--- src/rtl/stream_xbar_pkg.sv ---
// stream_xbar_pkg: shared FSM encoding and route-select helper for the stream crossbar.
package stream_xbar_pkg;
   typedef enum logic [1:0] {IDLE = 2'd0, ROUTED = 2'd1, DRAIN = 2'd2} state_t;
   function automatic logic sel_in_range(input int unsigned sel, input int unsigned n);
      return sel < n;
   endfunction
endpackage

--- src/rtl/cmn_EnResetReg.sv ---
// cmn_EnResetReg: enable-gated register with synchronous active-low reset.
module cmn_EnResetReg #(
   parameter int W = 1,
   parameter logic [W-1:0] RST_VAL = '0
) (
   input  logic         clk,
   input  logic         reset,
   input  logic         i_en,
   input  logic [W-1:0] i_d,
   output logic [W-1:0] o_q
);
   always_ff @(posedge clk) begin
      if (!reset) o_q <= RST_VAL;
      else if (i_en) o_q <= i_d;
   end
endmodule

--- src/rtl/stream_inflight_counter.sv ---
// stream_inflight_counter: words accepted by the module but not yet returned,
// saturating at 0 (unsolicited output) and at MAX.
module stream_inflight_counter #(
   parameter int MAX = 4,
   localparam int CW = $clog2(MAX + 1)
) (
   input  logic          clk,
   input  logic          reset,
   input  logic          i_inc,
   input  logic          i_dec,
   output logic [CW-1:0] o_count,
   output logic          o_full,
   output logic          o_empty
);
   logic [CW-1:0] r_count;
   assign o_count = r_count;
   assign o_full  = r_count == CW'(MAX);
   assign o_empty = r_count == '0;
   always_ff @(posedge clk) begin
      if (!reset) r_count <= '0;
      else if (i_inc && !i_dec && !o_full) r_count <= r_count + 1'b1;
      else if (i_dec && !i_inc && !o_empty) r_count <= r_count - 1'b1;
   end
endmodule

--- src/rtl/stream_xbar_ctrl.sv ---
// stream_xbar_ctrl: steers the adapter stream pair to one of N_MODULES accelerators,
// holding any reroute until the active module has returned all in-flight words.
module stream_xbar_ctrl
   import stream_xbar_pkg::*;
#(
   parameter int N_MODULES    = 2,
   parameter int DATA_W       = 32,
   parameter int MAX_INFLIGHT = 4,
   localparam int SEL_W = $clog2(N_MODULES)
) (
   input  logic                          clk,
   input  logic                          reset,
   input  logic [SEL_W-1:0]              cfg_sel,
   input  logic                          cfg_val,
   output logic                          cfg_rdy,
   output logic                          cfg_err,
   input  logic                          up_i_val,
   output logic                          up_i_rdy,
   input  logic [DATA_W-1:0]             up_i_data,
   output logic                          up_o_val,
   input  logic                          up_o_rdy,
   output logic [DATA_W-1:0]             up_o_data,
   output logic [N_MODULES-1:0]          mod_i_val,
   input  logic [N_MODULES-1:0]          mod_i_rdy,
   output logic [N_MODULES*DATA_W-1:0]   mod_i_data,
   input  logic [N_MODULES-1:0]          mod_o_val,
   output logic [N_MODULES-1:0]          mod_o_rdy,
   input  logic [N_MODULES*DATA_W-1:0]   mod_o_data,
   output logic [SEL_W-1:0]              cur_sel,
   output logic                          busy
);
   localparam int CW = $clog2(MAX_INFLIGHT + 1);
   state_t        r_state;
   logic [CW-1:0] w_inflight;
   logic          w_full, w_empty, w_in_range, w_req, w_routed, w_live, w_inc, w_dec;
   assign w_in_range = sel_in_range(32'(cfg_sel), N_MODULES);
   assign w_req      = reset & cfg_val & w_in_range;
   assign cfg_err    = reset & cfg_val & ~w_in_range;
   assign cfg_rdy    = w_req & (r_state == IDLE || w_empty);
   assign w_routed   = r_state == ROUTED;
   assign w_live     = r_state != IDLE;
   assign busy       = !w_routed || !w_empty;
   always_ff @(posedge clk) begin
      if (!reset) r_state <= IDLE;
      else
         unique case (r_state)
            IDLE:    r_state <= w_req ? ROUTED : IDLE;
            ROUTED:  r_state <= (w_req && !w_empty) ? DRAIN : ROUTED;
            DRAIN:   r_state <= (w_empty && (w_req || !cfg_val)) ? ROUTED : DRAIN;
            default: r_state <= IDLE;
         endcase
   end
   cmn_EnResetReg #(.W(SEL_W)) u_route (
      .clk(clk), .reset(reset), .i_en(cfg_rdy), .i_d(cfg_sel), .o_q(cur_sel)
   );
   // Input side only opens in ROUTED so DRAIN cannot grow the count it waits on.
   assign up_i_rdy   = w_routed & mod_i_rdy[cur_sel] & ~w_full;
   assign up_o_val   = w_live & mod_o_val[cur_sel];
   assign up_o_data  = mod_o_data[int'(cur_sel) * DATA_W +: DATA_W];
   assign mod_i_data = {N_MODULES{up_i_data}};
   always_comb begin
      mod_i_val = '0;
      mod_o_rdy = '0;
      mod_i_val[cur_sel] = w_routed & up_i_val & ~w_full;
      mod_o_rdy[cur_sel] = w_live & up_o_rdy;
   end
   assign w_inc = up_i_val & up_i_rdy;
   assign w_dec = up_o_val & up_o_rdy;
   stream_inflight_counter #(.MAX(MAX_INFLIGHT)) u_cnt (
      .clk(clk), .reset(reset), .i_inc(w_inc), .i_dec(w_dec),
      .o_count(w_inflight), .o_full(w_full), .o_empty(w_empty)
   );
endmodule

--- config.mk ---
export PLATFORM = sky130hd
export DESIGN_NAME = stream_xbar_ctrl
export DESIGN_NICKNAME = d
export VERILOG_FILES = /design/src/rtl/stream_xbar_pkg.sv /design/src/rtl/cmn_EnResetReg.sv /design/src/rtl/stream_inflight_counter.sv /design/src/rtl/stream_xbar_ctrl.sv
export SDC_FILE = /design/constraint.sdc
export NUM_CORES = 1
export LEC_CHECK = 0
export ABC_AREA = 1
export CAP_MARGIN = 20
export CORE_AREA = 2 2 83 85
export CTS_CLUSTER_DIAMETER = 60
export DETAILED_ROUTE_END_ITERATION = 10
export DIE_AREA = 0 0 85 87
export PLACE_DENSITY = 0.76
export SLEW_MARGIN = 20
export SYNTH_ARGS = -nofsm -noshare
export SYNTH_HDL_FRONTEND = slang
export SYNTH_SLANG_ARGS = --single-unit
--- constraint.sdc ---
create_clock -name clk -period 1.95 [get_ports clk]
set_clock_uncertainty 0.1 [all_clocks]
set_input_delay 0.39 -clock clk [delete_from_list [all_inputs] [get_ports clk]]
set_output_delay 0.39 -clock clk [all_outputs]
set_load 0.02 [all_outputs]
==> results.cfg, run 1 <==
[status]
status = complete, no violations

[sta]
hold_violations = 0
post-route-period-util = 0.982
setup_viol = 0
drv_slew = 0
fin_crit_ns = 1.92
max_freq_mhz = 522
fin_setup_tns_ns = 0

[setup_path]
worstPathArrival_ns = 1.43
worstSetupEndpointType = output pin
timing.setup.critical_path_class = input port to output pin
rr_worst_depth = 15
timing.rr.end = u_cnt.o_count[2]$_SDFFE_PN0P_
critPathMaxStageDelay_ns = 0.49
cp-start-kind = input port
worstReg2RegStart = r_state[1]$_SDFF_PN0_
slowest_stage = clkdlybuf4s50_1
path_max_fanout = 2
cp_cell_sequence = clkdlybuf4s50_1 -> inv_1 -> nor3_1 -> clkdlybuf4s15_1
cp_top_family = buffers and inverters
r2r_slack_ns = 0.11
path_buf_inv = 3
required_ns = 1.46

[routing]
wl_um = 4650
post_drt_wl_per_cell_um = 11.9
dr.pass1.iters = 4
route.vias.total = 1606
drt_first_iter_violations = 28
wl_met2_um = 2300
routed-wl-met3_um = 478
via_per_inst = 4.11
dr.max_layer_used = met4
drt-met1-wl_um = 1710
drcViolationCount = 0
antenna_left = 0

[synth]
syn_area_um2 = 1360
synth_top_area_share = 0.358
synth_seq_area_share = 0.0882
synth_cell_types = 23
yosysWarningCount = 0
netlist_instances = 244
yosysTopAreaCell = buf_4
synthTopCellsByArea = buf_4 36%, nand2_1 31%, dfxtp_1 8.8%
syn_nets = 351
synth.avg_cell_area_um2 = 5.58
synth-seq-cells = 6

[placement]
hpwl_um = 3730
portBuffers = 114
gp_congestion = 0.817

[global_routing]
antenna_found_initial = 0
grt_pass1_wl_um = 6960
grt_pass1_vias = 1541
grt_max_degree = 27
grtUsageTotal = 0.115
gr-total-overflow = 0

[clock_network]
postCtsHoldBufs = 0
clk_pin_slew_worst_paths_ns = 0.03
clk_path_buf_depth = 2
cts.sinks = 6
worstSkewPairLatency_ns = 0.22
cts_buffers = 3
ctsHtreeMaxLevel = 1
root_buffer = clkbuf_8
cts_tree = built

[layout]
antenna-diode-count = 0
final_cell_mix = 113 x nand2_1, 70 x clkdlybuf4s50_1, 21 x dlygate4sd2_1, 19 x buf_4, 15 x dlymetal6s2s_1
nNetsFinal = 420
multi_input_area_um2 = 687
drive_gt1_frac = 0.164
mostFrequentLayoutCell = nand2_1
area_growth_pct = 72.2
fill_cells = 682
seqCellArea_um2 = 121

[floorplan]
fp.dieH_um = 87
core-area_um2 = 6570
boundaryPins = 212
num_rows = 30
die_area_um2 = 7400
die_x_um = 85
initial_utilization = 0.207

[worst_hold_path]
min-delay-start = r_state[1]$_SDFF_PN0_
min_path_type = flop to flop
min_path_cells = 2
whs_endpoint = r_state[1]$_SDFF_PN0_

[pwr]
power_density_nw_per_um2 = 366
vdd_drop_max_v = 0.000267
total_leakage_power_nw = 1.28
finalPower_w = 0.000857

[flow_run]
cap_violations = 0
[cell families after synthesis]
family / after synthesis / share of synthesized area
simple gates: 139 / 0.429
buf+inv: 88 / 0.427
compound gates: 9 / 0.0377
flops: 6 / 0.0882
fa+ha+maj: 1 / 0.0147
other cells: 1 / 0.00275
[worst max-delay path by stage]
stage	startpoint	to	slack, ns	cells past startpoint
2_1_floorplan	u_route.o_q$_SDFFE_PN0P_	u_cnt.o_count[2]$_SDFFE_PN0P_	0.08	11
3_3_place_gp	up_i_val	mod_i_val[1]	-0.30	6
3_5_place_dp	up_i_val	mod_i_val[1]	-0.35	6
4_1_cts	u_route.o_q$_SDFFE_PN0P_	up_o_data[11]	-0.17	4
5_1_grt	r_state[1]$_SDFF_PN0_	u_cnt.o_count[2]$_SDFFE_PN0P_	-0.002	12
6_report	up_o_rdy	mod_o_rdy[1]	0.03	4
[cells in the mapped netlist]
library cell  instances
fa_1                  1
nand3_1               5
nand3b_1              1
buf_4                65
nand2_1             113
nand4_1               1
a21oi_1               5
dfxtp_1               6
nand2_2               4
conb_1                1
nor2_1                8
nand2_4               2
inv_2                 3
nand3_4               1
nand3_2               1
a21oi_2               1
o21ai_0               2
nor3_1                2
inv_1                13
o211ai_1              1
nor2_2                1
clkbuf_1              6
buf_6                 1
[worst register-to-register path: cells and delay by family, from the launching register on]
| kind | cells | cell delay, ns |
|---|---|---|
| buf+inv | 8 | 0.83 |
| flops | 1 | 0.35 |
| simple gates | 7 | 0.45 |
[metrics by stage]
step            util  hold WS, ns  std cells  setup WS [ns]  area [µm²]
6_report       0.357        0.417        391         0.0348        2340
5_1_grt        0.357        0.440        391       -0.00218        2340
4_1_cts        0.348        0.421        391         -0.173        2290
3_5_place_dp   0.338        0.416        383         -0.348        2220
3_3_place_gp   0.338        0.400        383         -0.299        2220
2_1_floorplan      -        0.384        244         0.0803        1360
[area by class of cell]
class / count / share of cell area
Multi-Input combinational cell: 150 / 0.293
Inverter: 16 / 0.0256
Sequential cell: 6 / 0.0518
Timing Repair Buffer: 136 / 0.569
Clock buffer: 3 / 0.0176
Tap cell: 80 / 0.0427
[registers in the layout (all words and copies together) (netlist names)]
| register | cells |
|---|---|
| r_state | 2 |
| u_cnt.o_count | 3 |
| u_route.o_q | 1 |
[timing repair]
item / CTS / global route
buffers inserted: 5 / 0
gates resized for setup: 41 / 28
endpoints found under the setup margin: 43 / 22
pin swaps: 4 / 5
[report_power, final]
| group | internal (W) | switching [W] | total (W) |
|---|---|---|---|
| sequential | 0.000129 | 0.00000376 | 0.000133 |
| clock | 0.000132 | 0.0000500 | 0.000182 |
| combinational | 0.000283 | 0.000259 | 0.000542 |
[metal layers]
layer  GRT usage  up-vias
li1            -      803
met1       0.117      689
met2       0.208       88
met3      0.0379       26
met4      0.0606        0
met5           0        -
Note: power is estimated with default switching activity, not from simulation.
==> run 2: changes to the inputs <==
clock period = 2.1 ns   (was 1.95 ns; I/O delays follow)
==> run 2 against run 1 <==
  * The run now ends with negative setup slack left
  * Cell count decreased by 2.0%
  * Via count decreased by 2.6%
  * Total power decreased by 8.9%
  * Global-route usage decreased by 0.35 points
  * Die area unchanged
  * Final area decreased by 5.6%
  * Wire length decreased by 3.8%
  * Clock power decreased by 4%
  * Register-to-register slack got worse by 0.04 ns
==> results.cfg, run 2 (same netlist as run 1, synthesis figures left out) <==
[setup_path]
required_ns = 1.58
rr_worst_depth = 12
critPathMaxStageDelay_ns = 0.60
crit_end = up_o_data[23]
worstSetupEndpointType = output pin
r2r_slack_ns = 0.07
path_common_cell = nand2_1
path_max_fanout = 26
crit_path_start = u_route.o_q$_SDFFE_PN0P_
cp_cell_sequence = buf_8 -> nand2_1 -> nand2_1 -> clkdlybuf4s50_1
worstReg2RegStart = u_route.o_q$_SDFFE_PN0P_
timing.rr.end = u_cnt.o_count[2]$_SDFFE_PN0P_
timing.setup.critical_path_class = flop to output pin
cp-start-kind = flop
slowest_stage = clkdlybuf4s50_1
worstPathArrival_ns = 1.61

[floorplan]
initial_utilization = 0.207
fp.dieH_um = 87
die_area_um2 = 7400
core-area_um2 = 6570
boundaryPins = 212
num_rows = 30
die_x_um = 85

[pwr]
clkPwrFrac = 0.222
power_frac_comb = 0.620
internal_power_w = 0.000491
total_leakage_power_nw = 1.14
power_switching_w = 0.000289
power_density_nw_per_um2 = 353
vdd_drop_max_v = 0.000327
switching_share = 0.371
seq_power_share = 0.158

[clock_network]
clk_path_buf_depth = 2
root_buffer = clkbuf_8
cts_setup_buffers = 0
clk_pin_slew_worst_paths_ns = 0.04
ctsHtreeMaxLevel = 1
cts.sinks = 6
worstSkewPairLatency_ns = 0.22
cts_buffers = 3
postCtsHoldBufs = 0
cts_tree = built

[layout]
stdcell_count = 383
drive_gt1_frac = 0.106
final_cell_mix = 113 x nand2_1, 76 x clkdlybuf4s50_1, 33 x dlygate4sd2_1, 13 x inv_1, 12 x buf_4
area_growth_pct = 62.6
largest_register_ffs = 3
mostFrequentLayoutCell = nand2_1
utilization = 0.337
stdcell_area_um2 = 2210
antenna-diode-count = 0
nNetsFinal = 412

[global_routing]
grtUsageTotal = 0.111
gr-total-overflow = 0
grt_max_degree = 27
grt_pass1_vias = 1514
antenna_found_initial = 0
grt_pass1_wl_um = 6800

[routing]
wl_um = 4470
drcViolationCount = 0
route.vias.total = 1564
via_per_inst = 4.08
post_drt_wl_per_cell_um = 11.7
drt_first_iter_violations = 42
antenna_left = 0
dr.pass1.iters = 6

[sta]
max_freq_mhz = 469
setup_ws_ns = -0.0300
hold_violations = 0
fin_setup_tns_ns = -0.0586
fin_crit_ns = 2.13
drv_slew = 0
rsz0062_at_grt = true
setup_viol = 2
post-route-period-util = 1.01

[worst_hold_path]
min_path_cells = 2
min_path_type = flop to flop

[flow_run]
cap_violations = 0

[placement]
place_inst = 380
portBuffers = 114
hpwl_um = 3770
placed_cell_area_um2 = 2200
gp_congestion = 0.794

[status]
violations = negative setup slack
status = complete, but fails checks
run 2: cell type report:
class | instances | area [µm²]
clock buffers | 3 | 41.3
fillers | 706 | 4360
inverters | 16 | 62.6
multi-input cells | 150 | 662
flip-flops and latches | 6 | 120
well taps | 80 | 100
repair buffers | 128 | 1230
run 2: per-layer routing:
layer / GRT usage / share of wire
met1: 0.123 / 0.38
met4: 0.0534 / 0.038
met3: 0.0341 / 0.11
met5: 0 / 0
met2: 0.195 / 0.48
run 2: stage by stage:
| step | power [W] | setup WS (ns) | hold WS [ns] |
|---|---|---|---|
| global route | 0.000831 | -0.0991 | 0.464 |
| detailed placement | 0.000652 | -0.250 | 0.410 |
| CTS | 0.000794 | -0.0742 | 0.418 |
| floorplan | 0.000514 | 0.230 | 0.384 |
| global placement | 0.000647 | -0.215 | 0.400 |
| finish | 0.000781 | -0.0300 | 0.416 |
run 2: worst max-delay path: cells and delay by family, from the launching register on:
family                 cells  cell delay (ns)
buffers and inverters      2             0.82
flip-flops                 1             0.42
AND/OR/NAND/NOR            2             0.14
run 2: repair_timing:
item                                   CTS  global route
endpoints found under the hold margin    0             0
setup endpoints to repair               40             9
gates resized for setup                 38             7
run 2: how the worst min path moves through the flow:
stage | startpoint | to | slack (ns)
finish | r_state[1]$_SDFF_PN0_ | r_state[1]$_SDFF_PN0_ | 0.42
global route | r_state[1]$_SDFF_PN0_ | r_state[1]$_SDFF_PN0_ | 0.46
CTS | r_state[1]$_SDFF_PN0_ | r_state[1]$_SDFF_PN0_ | 0.42
detailed placement | r_state[1]$_SDFF_PN0_ | r_state[1]$_SDFF_PN0_ | 0.41
global placement | r_state[1]$_SDFF_PN0_ | r_state[1]$_SDFF_PN0_ | 0.40
floorplan | r_state[1]$_SDFF_PN0_ | r_state[1]$_SDFF_PN0_ | 0.38
run 2: power by group through the flow:
stage / logic, W / registers [W] / clock network (W)
floorplan: 0.000387 / 0.000126 / 0
global placement: 0.000523 / 0.000124 / 0
detailed placement: 0.000528 / 0.000124 / 0
CTS: 0.000491 / 0.000123 / 0.000179
global route: 0.000524 / 0.000124 / 0.000182
finish: 0.000484 / 0.000123 / 0.000174
